**src/rtl/trilib_pkg.sv**
```systemverilog
// Shared ECC-error control definitions: FSM encoding and
// SBE counter width/saturation helpers.
package trilib_pkg;

  localparam logic [0:0] ST_IDLE  = 1'b0;
  localparam logic [0:0] ST_WBREQ = 1'b1;

  localparam int unsigned CNT_W = 8;

  localparam logic [CNT_W-1:0] CNT_SAT = 8'hFF;

  // Increment that sticks at the saturation value.
  function automatic logic [CNT_W-1:0] sat_inc(
    input logic [CNT_W-1:0] v
  );
    return (v == CNT_SAT) ? v : v + CNT_W'(1);
  endfunction

endpackage

```
**src/rtl/tri_eccerr_cnt.sv**
```systemverilog
// Saturating SBE event counter; a clear in the same cycle as
// an increment leaves the count at one.
module tri_eccerr_cnt
  import trilib_pkg::*;
(
  input  logic             clk_i,
  input  logic             rst_ni,
  input  logic             clr_i,
  input  logic             inc_i,
  output logic [CNT_W-1:0] cnt_o
);

  logic [CNT_W-1:0] cnt_q;
  logic [CNT_W-1:0] cnt_d;

  // Clear takes priority, then the increment is applied.
  always_comb begin
    cnt_d = cnt_q;
    if (clr_i) begin
      cnt_d = inc_i ? CNT_W'(1) : '0;
    end else if (inc_i) begin
      cnt_d = sat_inc(cnt_q);
    end
  end

  // Counter register with synchronous active-low reset.
  always_ff @(posedge clk_i) begin
    if (!rst_ni) begin
      cnt_q <= '0;
    end else begin
      cnt_q <= cnt_d;
    end
  end

  assign cnt_o = cnt_q;

endmodule

```
**src/rtl/tri_eccerr_ctl.sv**
```systemverilog
// ECC error controller: SBE counting, threshold and UE capture.
// Corrected write-back path enabled by TRI_ECC_WRITEBACK_EN.
module tri_eccerr_ctl
  import trilib_pkg::*;
#(
  parameter int REGSIZE = 64,
  parameter int ADDRW   = 8
) (
  input  logic               nclk,
  input  logic               rst_n,
  input  logic               rd_val,
  input  logic [ADDRW-1:0]   rd_addr,
  input  logic [REGSIZE-1:0] rd_corrd,
  input  logic               rd_sbe,
  input  logic               rd_ue,
  input  logic [7:0]         err_thresh,
  input  logic               err_clr,
  output logic               wb_val,
  input  logic               wb_rdy,
  output logic [ADDRW-1:0]   wb_addr,
  output logic [REGSIZE-1:0] wb_data,
  output logic               busy,
  output logic [7:0]         sbe_cnt,
  output logic               thresh_int,
  output logic               ue_int,
  output logic [ADDRW-1:0]   ue_addr,
  output logic               sbe_drop
);

  logic q_sbe;
  logic q_ue;

  // A UE masks any coincident SBE flag.
  assign q_sbe = rd_val & rd_sbe & ~rd_ue;
  assign q_ue  = rd_val & rd_ue;

  tri_eccerr_cnt u_cnt (
    .clk_i  (nclk),
    .rst_ni (rst_n),
    .clr_i  (err_clr),
    .inc_i  (q_sbe),
    .cnt_o  (sbe_cnt)
  );

  logic             thr_q;
  logic             thr_d;
  logic             ue_int_q;
  logic             ue_int_d;
  logic [ADDRW-1:0] ue_addr_q;
  logic [ADDRW-1:0] ue_addr_d;

  // Sticky threshold and first-UE capture, clear before event.
  always_comb begin
    thr_d     = thr_q;
    ue_int_d  = ue_int_q;
    ue_addr_d = ue_addr_q;
    if (err_clr) begin
      thr_d     = 1'b0;
      ue_int_d  = 1'b0;
      ue_addr_d = '0;
    end else if ((err_thresh != 8'd0)
                 && (sbe_cnt >= err_thresh)) begin
      thr_d = 1'b1;
    end
    if (q_ue && !ue_int_d) begin
      ue_int_d  = 1'b1;
      ue_addr_d = rd_addr;
    end
  end

  // Error status registers.
  always_ff @(posedge nclk) begin
    if (!rst_n) begin
      thr_q     <= 1'b0;
      ue_int_q  <= 1'b0;
      ue_addr_q <= '0;
    end else begin
      thr_q     <= thr_d;
      ue_int_q  <= ue_int_d;
      ue_addr_q <= ue_addr_d;
    end
  end

  assign thresh_int = thr_q;
  assign ue_int     = ue_int_q;
  assign ue_addr    = ue_addr_q;

`ifdef TRI_ECC_WRITEBACK_EN
  logic [0:0]         st_q;
  logic [0:0]         st_d;
  logic [ADDRW-1:0]   wba_q;
  logic [ADDRW-1:0]   wba_d;
  logic [REGSIZE-1:0] wbd_q;
  logic [REGSIZE-1:0] wbd_d;
  logic               drop_q;
  logic               drop_d;

  // Write-back request FSM; payload frozen until accepted.
  always_comb begin
    st_d   = st_q;
    wba_d  = wba_q;
    wbd_d  = wbd_q;
    drop_d = err_clr ? 1'b0 : drop_q;
    case (st_q)
      ST_IDLE: begin
        if (q_sbe) begin
          st_d  = ST_WBREQ;
          wba_d = rd_addr;
          wbd_d = rd_corrd;
        end
      end
      ST_WBREQ: begin
        if (q_sbe) begin
          drop_d = 1'b1;
        end
        if (wb_rdy) begin
          st_d = ST_IDLE;
        end
      end
      default: st_d = ST_IDLE;
    endcase
  end

  // FSM and payload registers; reset abandons a pending request.
  always_ff @(posedge nclk) begin
    if (!rst_n) begin
      st_q   <= ST_IDLE;
      wba_q  <= '0;
      wbd_q  <= '0;
      drop_q <= 1'b0;
    end else begin
      st_q   <= st_d;
      wba_q  <= wba_d;
      wbd_q  <= wbd_d;
      drop_q <= drop_d;
    end
  end

  assign wb_val   = (st_q == ST_WBREQ);
  assign busy     = (st_q == ST_WBREQ);
  assign wb_addr  = wba_q;
  assign wb_data  = wbd_q;
  assign sbe_drop = drop_q;
`else
  logic unused_wb;

  assign unused_wb = ^{wb_rdy, rd_corrd};

  assign wb_val   = 1'b0;
  assign busy     = 1'b0;
  assign wb_addr  = '0;
  assign wb_data  = '0;
  assign sbe_drop = 1'b0;
`endif

endmodule
```
**config.mk**
```make
export PLATFORM = sky130hd
export DESIGN_NAME = tri_eccerr_ctl
export DESIGN_NICKNAME = d
export VERILOG_FILES = /design/src/rtl/trilib_pkg.sv /design/src/rtl/tri_eccerr_cnt.sv /design/src/rtl/tri_eccerr_ctl.sv
export SDC_FILE = /design/constraint.sdc
export NUM_CORES = 1
export LEC_CHECK = 0
export CORE_MARGIN = 2
export CORE_UTILIZATION = 26
export DETAILED_ROUTE_END_ITERATION = 6
export GPL_ROUTABILITY_DRIVEN = 1
export PLACE_DENSITY = 0.85
export SLEW_MARGIN = 20
export SYNTH_ARGS = -nofsm -noshare
export SYNTH_HDL_FRONTEND = slang
export SYNTH_SLANG_ARGS = --single-unit
```
**constraint.sdc**
```tcl
create_clock -name nclk -period 1.4 [get_ports nclk]
set_input_delay 0.28 -clock nclk [delete_from_list [all_inputs] [get_ports nclk]]
set_output_delay 0.28 -clock nclk [all_outputs]
set_load 0.1 [all_outputs]
```
==> results of run 1 <==
[registers in the layout, summed over array words and instances, names as in the netlist]
| signal | cells |
|---|---|
| ue_addr | 8 |
| ue_int | 1 |
| thresh_int | 1 |
| u_cnt.cnt_o | 8 |
[area by class of cell]
cell class / count / area [sq um] / share of cell area
Timing Repair Buffer: 57 / 696 / 0.301
Clock buffer: 4 / 45.0 / 0.0195
Sequential cell: 18 / 392 / 0.170
Multi-Input combinational cell: 161 / 1050 / 0.454
Inverter: 9 / 33.8 / 0.0146
Tap cell: 75 / 93.8 / 0.0406
[per-stage QoR]
step            util  setup TNS [ps]  hold WS, ps  setup WS, ps  std cells
3_3_place_gp   0.360           -1860          493          -554        319
2_1_floorplan      -           -1610          415          -282        267
4_1_cts        0.379           -97.9          517         -97.9        324
6_report       0.383           -54.9          510         -54.9        324
3_5_place_dp   0.360           -2400          502          -669        319
5_1_grt        0.383            -371          534          -125        324
[layer usage]
metal | share of wire | wire length, microns | vias to the layer above | track usage
met5 | 0 | 0 | - | 0
met4 | 0.0079 | 28 | 0 | 0.0264
met3 | 0.12 | 407 | 4 | 0.0406
met2 | 0.49 | 1740 | 81 | 0.162
met1 | 0.38 | 1360 | 563 | 0.107
li1 | - | - | 615 | -
[path summary, 6_finish.rpt]
check            startpoint              to  slack (ps)  cells after the start
min          u_cnt.cnt_o[0]  u_cnt.cnt_o[0]         510                      2
min reg2reg  u_cnt.cnt_o[0]  u_cnt.cnt_o[0]         510                      2
max reg2reg  u_cnt.cnt_o[0]      thresh_int         -50                      6
max          u_cnt.cnt_o[0]      thresh_int         -50                      6
[cells in the mapped netlist]
library cell,count,area (sq um)
nor2_1,8,30.0
inv_1,9,33.8
xnor2_1,5,43.8
o21ai_1,1,5.00
conb_1,1,3.75
a2111oi_0,1,8.76
nand3_1,2,10.0
nor3b_1,1,7.51
nor4_2,1,12.5
dfxtp_1,18,360
and3b_1,1,8.76
nand2_1,14,52.6
a211oi_2,2,25.0
nand3_2,1,10.0
nand4_1,3,18.8
nor4_4,2,42.5
a21oi_1,2,10.0
nand3b_4,1,20.0
a21boi_0,7,52.6
xor2_1,1,8.76
and3_1,1,6.26
and4_1,1,8.76
a211oi_1,1,7.51
nor2b_1,1,6.26
a21boi_1,2,15.0
o211ai_1,11,82.6
a311oi_1,1,8.76
a21oi_2,1,8.76
clkbuf_1,3,11.3
buf_4,75,563
o21ai_0,1,5.00
o2111a_1,1,11.3
ha_1,9,113
mux2i_1,1,10.0
nor4_1,1,6.26
nor3_1,1,5.00
buf_6,1,11.3
[where the power goes]
part           total, uW  internal (uW)  switching (uW)
Sequential           525            509            16.5
Combinational       1170            135            1030
Clock                374            202             172
Total               2060            845            1220
[worst max-delay path, stage by stage (launching register included)]
cell and delay [ps]:
dfxtp_4 380, inv_2 50, ha_4 230, nor3b_2 180
o21ai_2 90, a2111oi_4 300, a311oi_1 90
[cells by family (layout without fill, tap and decap cells)]
family | Yosys count | in the layout
AND/OR/NAND/NOR | 39 | 39
flip-flops | 18 | 18
multiplexers | 1 | 1
AO/OA/AOI/OAI | 31 | 31
adder cells (fa/ha/maj) | 9 | 9
other | 1 | 75
XOR/XNOR | 6 | 6
buffers and inverters | 88 | 70
[repair_timing]
action | CTS | global route
setup endpoints to repair | 8 | 7
pin swaps | 14 | 10
buffers inserted | 1 | 1
gates resized for setup | 26 | 3
==> reports/metrics.yaml, run 1 <==
timing.final.ws_setup_ps: -54.9
wl_microns: 3540
ios: 180
cp_max_fo: 5
postRouteAntennaNets: 0
cts_root_buffer: "clkbuf_8"
crit_type: "reg2reg"
cts_buffer_depth: 2
die-height_microns: 83.5
fin_area_sq_mm: 0.00231
antenna_cells: 0
max_freq_ghz: 0.687
cts_tree: "yes"
skew_ps: 0.798
gp_congestion: 0.775
finalHoldViolCount: 0
setup_viol: 1
clk_latency_ps: 250
syn_area_sq_mm: 0.00164
hpwlAfterDp_microns: 2730
area_growth_pct: 40.5
p_leak_uw: 0.00100
yosys_warnings: 0
cts_num_sinks: 18
worst_ep_arrival_time_ps: 1570
fin_crit_sh: 1.04
cts_hold_buf: 0
grt_pass1_vias: 1155
die_area_sq_mm: 0.00698
synthSimpleGateAreaFrac: 0.149
vias_per_cell: 3.90
start_util: 0.273
fp.dieW_microns: 83.5
synth-seq-cells: 18
grt-ovfl-total: 0
synth_fa_ha_area_frac: 0.0685
nets: 346
synth_cell_type_count: 37
grtUsageTotal: 0.0943
synthMuxAreaShare: 0.00609
coreArea_sq_mm: 0.00603
wl_per_cell_microns: 10.9
synth-xor-area-share: 0.0320
fp-row-count: 28
start_kind: "register"
rsz0062_at_grt: "true"
synth_compound_area_frac: 0.146
vias: 1263
cts_buffers: 3
clkTransAtPathRegs_ps: 70
grt_max_degree: 12
dpl_cell_area_sq_mm: 0.00217
worstPathRequired_ps: 1520
drive_gt1_frac: 0.285
hp-class: "reg2reg"
drt_iter0_markers: 32
final_common_cell: "conb_1"
power_density_mw_per_mm2: 894
syn_area_per_cell_sq_um: 8.52
slew_violations: 0
drc_errors: 0
power_uw: 2060
layout_common_cells: "conb_1 (75), buf_12 (18), buf_4 (18)"
period_needed_ps: 1450
portBuffers: 39
grt_pass1_wl_microns: 5400
ir_drop_uv: 522
fill_cells: 613
first_pass_iters: 4
maxCapViolCount: 0
status: "finished, violations left"
htreeDepth: 1
violations: "negative setup slack"
ys_seq_area_frac: 0.219
synth_cells: 193
grt_antenna_before_repair: 0
synth_top_family_by_area: "buffers and inverters"
endpoint_kind: "register"
No activity file was read; power rests on OpenSTA's default activity.
==> run 2, diff against run 1 <==
--- a/config.mk
+++ b/config.mk
@@ -5,11 +5,13 @@
 export SDC_FILE = /design/constraint.sdc
 export NUM_CORES = 1
 export LEC_CHECK = 0
+export ABC_AREA = 1
 export CORE_MARGIN = 2
 export CORE_UTILIZATION = 26
 export DETAILED_ROUTE_END_ITERATION = 6
 export GPL_ROUTABILITY_DRIVEN = 1
 export PLACE_DENSITY = 0.85
+export REMOVE_ABC_BUFFERS = 1
 export SLEW_MARGIN = 20
 export SYNTH_ARGS = -nofsm -noshare
 export SYNTH_HDL_FRONTEND = slang
==> reports/metrics.yaml, run 2 <==
status: "complete, no violations"
cts_root_buffer: "clkbuf_8"
synth-xor-area-share: 0
drive_gt1_frac: 0.243
ios: 180
hp-class: "in2reg"
die-height_microns: 83.7
r2r-end: "u_cnt.cnt_o[3]"
start_util: 0.265
critical-path-slowest-cell: "dfxtp_1"
synth_top_family_by_area: "buffers and inverters"
yosys.area.top_type_share: 0.341
synthTopCellsByCount: "buf_4 (75), nand2_1 (27), a21oi_1 (19)"
timing.final.ws_setup_ps: 58.6
cts_num_sinks: 18
worst_path_largest_cell_delay_ps: 420
async_reset_ff_frac: 0
startpoint: "u_cnt.cnt_o[3]"
clk_latency_ps: 250
fin_crit_sh: 0.958
coreArea_sq_mm: 0.00624
synth_flop_cell: "dfxtp_1"
p_leak_uw: 0.00113
worst_ep_arrival_time_ps: 1530
clkTransAtPathRegs_ps: 60
antenna_cells: 0
grtUsageTotal: 0.0887
endpoint_kind: "register"
p_int_uw: 871
skew_ps: 1.47
hpwlAfterDp_microns: 2810
cp.buffers_inverters: 1
synth.most_common_cell: "buf_4"
worstPathRequired_ps: 1580
ys_seq_area_frac: 0.218
setup_viol: 0
final_common_cell: "conb_1"
drt_iter0_markers: 35
htreeDepth: 1
pwr-share-clk: 0.169
crit_cells: 7
die_area_sq_mm: 0.00701
drc_errors: 0
synth_cell_type_count: 26
area_growth_pct: 40.3
grt_pass1_wl_microns: 5140
power_frac_seq: 0.254
slew_violations: 0
synth_fa_ha_area_frac: 0.0681
ir_drop_uv: 589
synthSimpleGateAreaFrac: 0.227
maxCapViolCount: 0
period_needed_ps: 1340
synth_compound_area_frac: 0.0863
yosysTopAreaCell: "buf_4"
reg2reg_slack_ps: 60
nets: 386
grt_max_degree: 13
reg2reg_from: "u_cnt.cnt_o[3]"
critical_path.top_delay_family: "simple AND/OR/NAND/NOR gates"
crit_chain: "nand2_2 > nor2_4 > nand4_4 > nand2_4 > buf_4 > o21ai_1 > a21oi_1"
critical_path.endpoint: "u_cnt.cnt_o[3]"
synth-seq-cells: 18
synth-edff-count: 0
vias: 1392
vias_per_cell: 3.81
wl_per_cell_microns: 9.11
place_ws_ps: -286
wl_microns: 3320
fp-row-count: 29
layout_common_cells: "conb_1 (75), nand2_1 (27), buf_4 (24)"
grt_pass1_vias: 1192
combPwrFrac: 0.577
cts_tree: "yes"
crit_type: "reg2reg"
fp.dieW_microns: 83.7
switchingPower_uw: 1240
gp_congestion: 0.833
max_freq_ghz: 0.746
postRouteAntennaNets: 0
synth_cells: 227
swShare: 0.587
cts_buffers: 3
synth_area_leaders: "buf_4 (34%), dfxtp_1 (22%), ha_1 (6.8%), nand2_1 (6.1%), a21oi_1 (5.8%)"
cts_buffer_depth: 2
grt_antenna_before_repair: 0
holdWs_ps: 470
first_pass_iters: 4
syn_area_sq_mm: 0.00165
r2r_cells: 7
power_density_mw_per_mm2: 910
hold_start: "err_thresh[5]"
cp_max_fo: 8
portBuffers: 39
grt-ovfl-total: 0
start_kind: "register"
finalHoldViolCount: 0
yosys_warnings: 0
synthMuxAreaShare: 0
syn_area_per_cell_sq_um: 7.28
-- run 2: cell count changes in the layout (fill, tap and decap cells not counted), sizes merged, moves of 6 or more --
cell         before  now
o211ai           11    0
nand4             3    9
nand2            14   32
a21oi             3   19
inv               9   21
dlygate4sd2       8    0
buf              36   42
nand3             3   15
a21boi            9    0
-- run 2: worst reg2reg max path: stages (launching register included) --
cell     delay, ps
dfxtp_1        420
nand2_2        150
nor2_4         130
nand4_4        140
nand2_4        150
buf_4          130
o21ai_1         50
a21oi_1        100
-- run 2: worst min-delay path by stage --
stage,to,cells past startpoint
CTS,thresh_int,2
finish,thresh_int,5
floorplan,ue_int,2
global route,thresh_int,5
global placement,thresh_int,2
detailed placement,thresh_int,2
-- run 2: final cells by class --
class / instances / area [sq um]
flip-flops and latches: 18 / 372
multi-input cells: 183 / 967
fillers: 625 / 3920
inverters: 21 / 78.8
repair buffers: 63 / 763
well taps: 77 / 96.3
clock buffers: 3 / 41.3
-- run 2: what timing repair did --
item / in CTS / in global routing
pin swaps: 1 / 6
setup buffers: 0 / 4
gates resized for setup: 2 / 19
setup endpoints to repair: 2 / 8
hold buffers: 0 / 0
-- run 2: metrics by stage --
step	power [uW]	util	TNS (ps)	std cells	area, sq um
2_1_floorplan	1570	-	-8260	222	1350
6_report	2110	0.371	0	365	2320
5_1_grt	2190	0.371	-13.5	365	2320
3_5_place_dp	1750	0.347	-1750	358	2170
4_1_cts	2120	0.354	0	361	2210
3_3_place_gp	1750	0.347	-1100	358	2170
-- run 2: cells by family after synthesis --
logic type | Yosys count
adder cells (fa/ha/maj) | 9
other | 1
AO/OA/AOI/OAI | 27
AND/OR/NAND/NOR | 72
buffers and inverters | 100
flip-flops | 18
-- run 2: power by group through the flow --
stage | logic, uW | registers [uW] | clock network [uW]
2_1_floorplan | 939 | 634 | 0
3_3_place_gp | 1200 | 549 | 0
3_5_place_dp | 1200 | 550 | 0
4_1_cts | 1200 | 539 | 375
5_1_grt | 1250 | 537 | 402
6_report | 1220 | 536 | 356
-- run 2: metal layers --
layer	up-vias	GRT usage	part of all wire
met5	-	0	0
met4	0	0.0205	0.0024
met3	2	0.0504	0.13
met2	76	0.152	0.47
met1	604	0.0945	0.40
li1	710	-	-
